### src/rtl/alu_sched_pkg.sv
// Shared opcodes, FSM state type and opcode-class helpers for alu_op_scheduler.
package alu_sched_pkg;

    localparam logic [2:0] OP_AND = 3'b000;
    localparam logic [2:0] OP_OR  = 3'b001;
    localparam logic [2:0] OP_XOR = 3'b010;
    localparam logic [2:0] OP_SLL = 3'b110;
    localparam logic [2:0] OP_SRA = 3'b100;
    localparam logic [2:0] OP_SRL = 3'b101;

    typedef enum logic [1:0] {IDLE, EXEC, RESP} state_t;

    function automatic logic is_shift(input logic [2:0] op);
        return (op == OP_SLL) || (op == OP_SRA) || (op == OP_SRL);
    endfunction

    function automatic logic is_legal(input logic [2:0] op);
        return (op != 3'b011) && (op != 3'b111);
    endfunction

endpackage

### src/rtl/alu_sched_arb.sv
// Two-input round-robin arbiter; ptr holds the last-granted requester.
module alu_sched_arb (
    input  logic [1:0] valid,
    input  logic       ptr,
    input  logic       accept,
    output logic [1:0] grant,
    output logic       next_ptr
);

    always_comb begin
        if (valid == 2'b11) begin
            grant = ptr ? 2'b01 : 2'b10;
        end else begin
            grant = valid;
        end
        next_ptr = accept ? grant[1] : ptr;
    end

endmodule

### src/rtl/alu_op_scheduler.sv
// Shares one logical/iterative-shift unit between two requesters with round-robin arbitration.
// Optional ALU_SCHED_ERR_EN adds resp_err and fast-paths illegal opcodes straight to RESP.
module alu_op_scheduler
    import alu_sched_pkg::*;
#(
    parameter int unsigned WIDTH   = 32,
    parameter int unsigned SHAMT_W = 5
) (
    input  logic             clk,
    input  logic             rst,
    input  logic             req0_valid,
    output logic             req0_ready,
    input  logic [2:0]       req0_sel,
    input  logic [WIDTH-1:0] req0_in1,
    input  logic [WIDTH-1:0] req0_in2,
    input  logic             req1_valid,
    output logic             req1_ready,
    input  logic [2:0]       req1_sel,
    input  logic [WIDTH-1:0] req1_in1,
    input  logic [WIDTH-1:0] req1_in2,
    output logic             resp_valid,
    input  logic             resp_ready,
    output logic             resp_id,
    output logic [WIDTH-1:0] resp_out,
`ifdef ALU_SCHED_ERR_EN
    output logic             resp_err,
`endif
    output logic             busy
);

    state_t             state;
    logic               ptr;
    logic [2:0]         op;
    logic [WIDTH-1:0]   acc;
    logic [WIDTH-1:0]   opb;
    logic [SHAMT_W-1:0] cnt;

    logic [1:0]         grant;
    logic               accept;
    logic               next_ptr;
    logic               idle;
    logic [2:0]         sel_op;
    logic [WIDTH-1:0]   sel_in1;
    logic [WIDTH-1:0]   sel_in2;
    logic [WIDTH-1:0]   logic_res;
    logic [WIDTH-1:0]   shift_nxt;

    alu_sched_arb u_arb (
        .valid    ({req1_valid, req0_valid}),
        .ptr      (ptr),
        .accept   (accept),
        .grant    (grant),
        .next_ptr (next_ptr)
    );

    // Ready is masked during reset so no request is ever seen as accepted then.
    assign idle       = (state == IDLE) && !rst;
    assign req0_ready = idle && grant[0];
    assign req1_ready = idle && grant[1];
    assign accept     = req0_ready || req1_ready;

    assign sel_op  = grant[1] ? req1_sel : req0_sel;
    assign sel_in1 = grant[1] ? req1_in1 : req0_in1;
    assign sel_in2 = grant[1] ? req1_in2 : req0_in2;

    always_comb begin
        case (op)
            OP_AND:  logic_res = acc & opb;
            OP_OR:   logic_res = acc | opb;
            OP_XOR:  logic_res = acc ^ opb;
            default: logic_res = '0;
        endcase
        case (op)
            OP_SLL:  shift_nxt = {acc[WIDTH-2:0], 1'b0};
            OP_SRL:  shift_nxt = {1'b0, acc[WIDTH-1:1]};
            OP_SRA:  shift_nxt = {acc[WIDTH-1], acc[WIDTH-1:1]};
            default: shift_nxt = acc;
        endcase
    end

    always_ff @(posedge clk) begin
        if (rst) begin
            state      <= IDLE;
            ptr        <= 1'b1;
            op         <= OP_AND;
            acc        <= '0;
            opb        <= '0;
            cnt        <= '0;
            resp_valid <= 1'b0;
            resp_id    <= 1'b0;
            resp_out   <= '0;
            busy       <= 1'b0;
`ifdef ALU_SCHED_ERR_EN
            resp_err   <= 1'b0;
`endif
        end else begin
            ptr <= next_ptr;
            case (state)
                IDLE: begin
                    if (accept) begin
                        op      <= sel_op;
                        acc     <= sel_in1;
                        opb     <= sel_in2;
                        cnt     <= sel_in2[SHAMT_W-1:0];
                        resp_id <= grant[1];
                        busy    <= 1'b1;
`ifdef ALU_SCHED_ERR_EN
                        resp_err <= !is_legal(sel_op);
                        if (!is_legal(sel_op)) begin
                            resp_out   <= '0;
                            resp_valid <= 1'b1;
                            state      <= RESP;
                        end else begin
                            state <= EXEC;
                        end
`else
                        state <= EXEC;
`endif
                    end
                end
                EXEC: begin
                    if (is_shift(op) && (cnt != '0)) begin
                        acc <= shift_nxt;
                        cnt <= cnt - 1'b1;
                        if (cnt == SHAMT_W'(1)) begin
                            resp_out   <= shift_nxt;
                            resp_valid <= 1'b1;
                            state      <= RESP;
                        end
                    end else begin
                        // Covers logical ops, illegal ops and a zero shift amount.
                        resp_out   <= is_shift(op) ? acc : logic_res;
                        resp_valid <= 1'b1;
                        state      <= RESP;
                    end
                end
                RESP: begin
                    if (resp_ready) begin
                        resp_valid <= 1'b0;
                        busy       <= 1'b0;
                        state      <= IDLE;
                    end
                end
                default: state <= IDLE;
            endcase
        end
    end

endmodule
### config.mk
export PLATFORM = sky130hd
export DESIGN_NAME = alu_op_scheduler
export DESIGN_NICKNAME = d
export VERILOG_FILES = /design/src/rtl/alu_sched_pkg.sv /design/src/rtl/alu_sched_arb.sv /design/src/rtl/alu_op_scheduler.sv
export SDC_FILE = /design/constraint.sdc
export NUM_CORES = 1
export LEC_CHECK = 0
export ABC_AREA = 1
export CORE_ASPECT_RATIO = 2
export CORE_UTILIZATION = 55
export DETAILED_ROUTE_END_ITERATION = 10
export MAX_ROUTING_LAYER = met4
export PLACE_DENSITY = 0.94
export SLEW_MARGIN = 20
export SYNTH_ARGS = -nofsm -noshare
export SYNTH_HDL_FRONTEND = slang
export SYNTH_SLANG_ARGS = --single-unit
export TNS_END_PERCENT = 30
### constraint.sdc
create_clock -name clk -period 2.3 [get_ports clk]
set_input_delay 0.345 -clock clk [delete_from_list [all_inputs] [get_ports clk]]
set_output_delay 0.345 -clock clk [all_outputs]
set_load 0.005 [all_outputs]
; ---- Word-level counts from Yosys, hierarchy flattened
; Cells that the tools add are included.
[totals]
reg_bits = 110
latch_bits = 0
mem_bits_rw = 0
romBits = 0
in_bits = 139
word_cells = 75
n_memories = 0
[op_classes]
addsub = 1
multipliers = 0
div = 0
order_cmp = 0
n_eq_ne = 14
n_shift = 0
mux = 27
n_bitwise = 3
reduce_logical = 20
[op_table]
columns = op, count
row1 = $mux W32, 7
row2 = $pmux W32 S3, 2
row3 = $pmux W32 S2, 1
row4 = $and A32 B32 Y32, 1
row5 = $or A32 B32 Y32, 1
row6 = $xor A32 B32 Y32, 1
row7 = $mux W2, 6
row8 = $reduce_and A3 Y1, 4
row9 = $mux W5, 2
row10 = $pmux W5 S2, 1
row11 = $eq A3 B3 Y1 const B, 3
row12 = $pmux W2 S3, 1
row13 = $reduce_bool A2 Y1, 3
row14 = $eq A5 B1 Y1 const B, 1
row15 = $reduce_bool A5 Y1, 1
row16 = $sub A5 B1 Y5 const B, 1
row17 = $eq A2 B2 Y1 const B, 2
row18 = $logic_and A1 B1 Y1, 4
row19 = $mux W1, 4
row20 = $ne A2 B1 Y1 const B, 2
row21 = $ne A2 B2 Y1 const B, 2
row22 = $pmux W1 S2, 2
row23 = $reduce_and A2 Y1, 2
row24 = $eq A3 B1 Y1 const B, 1
row25 = 8 further kinds, 10

; ---- Longest topological paths before layout
; Gate-level depths: netlist of the first run.
[depth]
ltp_word = 6
mapped_depth = 11

; ---- By module
; Synthesis of the first run repeated with hierarchy kept, for this count alone.
[unflattened]
hier_cells = 1449
hier_area_um2 = 8639.5
[modules_own_cells]
columns = module, n_inst, cells_each, area_each_um2
row1 = alu_op_scheduler, 1, 1441, 8602.0
row2 = alu_sched_arb, 1, 8, 37.5

; ---- Least setup slack after synthesis of the first run
; OpenSTA, ideal clock, no wires.
[synth_timing]
path_kind = register to register
start = register cnt[0]
end = register acc[10]
setup_ns = 0.116
arrival_time_ns = 1.456
required_time_ns = 2.184
path_slack_ns = 0.728
path_stages_with_launch = 10
path_buffers = 1
cell_sequence = dfxtp_1 > inv_1 > ha_1 > nand3_2 > nand2_4 > o21ai_4 > buf_2 > nand2_1 > nor2_1 > nor2_1
[synth_via]
elab_chain_cells = 4
[synth_rtl]
columns = item, line_no
row1 = "start, declared", alu_op_scheduler.sv:36  ; logic [SHAMT_W-1:0] cnt;
row2 = "start signal, assigned", alu_op_scheduler.sv:104  ; cnt <= sel_in2[SHAMT_W-1:0];
row3 = "start signal, assigned", alu_op_scheduler.sv:124  ; cnt <= cnt - 1'b1;
row4 = $reduce_bool A5 Y1, alu_op_scheduler.sv:122  ; if (is_shift(op) && (cnt != '0)) begin
row5 = $logic_and A1 B1 Y1, alu_op_scheduler.sv:122
row6 = $ne A2 B2 Y1 (no source line), -
row7 = $reduce_and A3 Y1 (no source line), -
row8 = "end signal, assigned", alu_op_scheduler.sv:102  ; acc <= sel_in1;
row9 = "end signal, assigned", alu_op_scheduler.sv:123  ; acc <= shift_nxt;
row10 = "end, declared", alu_op_scheduler.sv:34  ; logic [WIDTH-1:0] acc;
; Every way passes these cells.
; A chain may end at the register's enable or synchronous reset.

; ---- Worst setup path after layout of the first run
[layout_timing]
start = register op[1]
end = register resp_out[17]
[layout_via]
elab_chain_cells = 6
elab_cells_between_ends = 16
classes_between = 6 x eq/ne / 5 x mux / 5 x reduce/logical
[layout_rtl]
columns = item, line_no
row1 = "start, declared", alu_op_scheduler.sv:33  ; logic [2:0] op;
row2 = "start signal, assigned", alu_op_scheduler.sv:101  ; op <= sel_op;
row3 = $eq A3 B3 Y1, "alu_sched_pkg.sv:14, alu_op_scheduler.sv:73"
row4 = $logic_or A1 B1 Y1 (2 in a row), alu_sched_pkg.sv:14  ; return (op == OP_SLL) || (op == OP_SRA) || (op == OP_SRL);
row5 = $logic_and A1 B1 Y1, alu_op_scheduler.sv:122
row6 = $ne A2 B1 Y1 (no source line), -
row7 = $reduce_and A2 Y1 (no source line), -
row8 = "end signal, assigned", alu_op_scheduler.sv:126  ; resp_out <= shift_nxt;
row9 = "end signal, assigned", alu_op_scheduler.sv:132  ; resp_out <= is_shift(op) ? acc : logic_res;
row10 = "end, declared", alu_op_scheduler.sv:24  ; output logic [WIDTH-1:0] resp_out,
; Parallel ways exist; a longest one is shown, timed or not. The select of a mux whose other input is x is not followed.

==> reports/qor.txt, run 1 <==
outcome: finished clean
TritonCTS clock tree: built
CP Class: flop to flop
Syn Nets: 1617
vias in the first global route: 9392
Arr. time, crit path: 2440 ps
Post-Place Cells: 1735
Top Metal Used: met4
RSZ-0062 raised after global routing: no
Worst setup EP type: flop
hold-fix buffer count after cts: 0
WL met2: 13.1 mm
Synth Instances: 1412
WL met3: 2.76 mm
gr usage total: 0.358
Distinct cells, synth: 28
crit start category: flop
clock share of power: 0.282
Required @ worst endpoint: 2590 ps
PD cells: 547 nW/um^2
CORE AREA: 14800 sq um
postcts setup bufs: 0
fin crit period: 2150 ps
Post-Route WL: 27.1 mm
number of diodes: 0
synthesized area: 8370 sq um
mean routed wirelength per cell: 15.5 um
WL met1: 9.09 mm
Die H: 176 um
Seq cells post-synth: 110
global route overflow: 0
vias post-DR: 9918
max_slew headroom: 0.508
switching share of power: 0.363
GP Congestion: 0.906
initial core utilization: 0.565
Synth area leader: dfxtp_1
CTS buffer count: 9
Pleak: 5.22 nW
final period utilization: 0.935
Top Ports: 176
area grow syn2layout: 27.8%
design area: 10700 sq um
vias per cell: 5.66
Layout Nets: 1756
first-pass GRT wire length: 42.7 mm
Syn. warnings: 0
Slew Viols, Final: 0
row count: 63
port bufs: 175
post-synthesis sequential area ratio: 0.263
Layout Skew: 7.59 ps
detailed placer's ending HPWL: 18.4 mm
maximum VDD drop: 436 uV
largest net degree at the start of global routing: 71
top post-synthesis cells by area: dfxtp_1 (26%), nand2_1 (16%), ha_1 (9.9%), o21ai_0 (9.7%), nor2_1 (9.6%)
Clock Pin Slew Worst Setup and Hold Paths: 80 ps
die extent in x: 89.2 um
Yosys top cell area share: 0.263
Die ar.: 15700 sq um
Skew-Pair Late Insertion Delay: 360 ps
Reg power frac: 0.385
clock root buffer: clkbuf_16
top-count cell post-synth: nand2_1
critical-path maximum fanout: 12
top cells by count, synth: nand2_1 (347), nor2_1 (215), inv_1 (195), o21ai_0 (162), dfxtp_1 (110)
Max Fclk: 465 MHz
slew at the pin closest to its max-slew limit: 730 ps
Gate power share: 0.333
CTS resizes: 0
final hold vios: 0
Antenna Nets Post-Route: 0
Clock Path Buffers: 2
Main synth FF type: dfxtp_1
layout cells sized above 1: 0.0482
H-tree levels: 3
worst hold-check path type: flop to flop
Post-synth EDFFs: 0
# Max-Cap Violations: 0
First-pass DRT Iterations: 6
Pint: 3.73 mW
CTS Sinks: 110
initial DRC count: 858
final std cells w/o fill: 1751
DRC: 0
Net Switching: 2.12 mW
Post-synth ARST share: 0
final setup violation count: 0
Post-Place Cell Area: 10400 sq um
initial antenna violation count: 0
Fin Setup TNS: 0 ps
synthesized area per cell: 5.93 sq um
-- power by group through the flow --
stage / logic (mW) / clock network [mW] / registers, mW
floorplan: 1.15 / 0 / 2.23
global placement: 1.80 / 0 / 2.27
detailed placement: 1.87 / 0 / 2.28
CTS: 1.90 / 1.64 / 2.24
global route: 2.16 / 1.71 / 2.27
finish: 1.95 / 1.65 / 2.25
-- cells in the final DEF, fill, tap and decap left out, types with 6 or more instances in the layout --
cell type / count
a21oi_1: 68
clkbuf_16: 9
nand2_1: 347
buf_4: 35
o21ai_1: 13
dfxtp_1: 110
o211ai_1: 32
inv_1: 194
buf_12: 6
nand4_1: 33
o21ai_0: 162
inv_2: 7
ha_1: 66
nor2_1: 213
clkdlybuf4s50_1: 174
nand3_1: 63
-- routing by layer --
metal,track usage,vias to the layer above
met3,0.0813,188
met2,0.586,657
met1,0.368,4339
met4,0.257,0
met5,-,-
li1,-,4734
-- final timing paths --
kind / from / endpoint / slack [ps] / cells past startpoint
max reg2reg: op[1] / resp_out[17] / 150 / 9
min: resp_out[7] / resp_out[7] / 470 / 2
max: op[1] / resp_out[17] / 150 / 9
min reg2reg: resp_out[7] / resp_out[7] / 470 / 2
-- area by class of cell --
type | instances | area (sq um)
multi-input combinational | 1012 | 5050
fill | 1204 | 4120
sequential | 110 | 2200
timing repair buffer | 216 | 2140
inverter | 202 | 761
tap | 195 | 244
clock buffer | 10 | 239
clock inverter | 6 | 68.8
-- flip-flops by register name (all words and copies together) (netlist names) --
register and cells:
opb 32, op 3, busy 1, resp_valid 1, cnt 5, acc 32
resp_out 32, state 2, resp_id 1, ptr 1
-- worst max-delay path, cell delays in order (launching register included) --
cell and delay (ps):
dfxtp_1 460, nor2_2 520, nand2_1 280, inv_1 270
nand2_1 90, nand2_1 70, nor2_1 40, nand2_1 50
nand2_1 140, a21oi_1 160
-- cells by family (layout without fill, tap and decap cells) --
kind of cell               count (synthesis)  count (layout)  share of synthesized area
AOI/OAI and AO/OA                        281             281                      0.181
adders and majority gates                 66              66                     0.0986
buffers and inverters                    290             434                      0.136
DFF                                      110             110                      0.263
and+or+nand+nor                          665             665                      0.321
-- stage by stage --
| stage | setup WS [ps] | hold WS [ps] | utilization | power (mW) |
|---|---|---|---|---|
| 2_1_floorplan | 728 | 451 | - | 3.38 |
| 3_3_place_gp | 137 | 453 | 0.701 | 4.07 |
| 3_5_place_dp | 137 | 457 | 0.701 | 4.15 |
| 4_1_cts | 124 | 467 | 0.722 | 5.77 |
| 5_1_grt | 46.1 | 482 | 0.722 | 6.14 |
| 6_report | 150 | 466 | 0.722 | 5.85 |
Note: power is estimated with default switching activity, not from simulation.
==> run 2, diff against run 1 <==
--- a/config.mk
+++ b/config.mk
@@ -6,6 +6,8 @@
 export NUM_CORES = 1
 export LEC_CHECK = 0
 export ABC_AREA = 1
+export ABC_CLOCK_PERIOD_IN_PS = 2300
+export CAP_MARGIN = 10
 export CORE_ASPECT_RATIO = 2
 export CORE_UTILIZATION = 55
 export DETAILED_ROUTE_END_ITERATION = 10
==> results of run 2 <==
The final DEF is identical to that of run 1; final timing and power are the same.
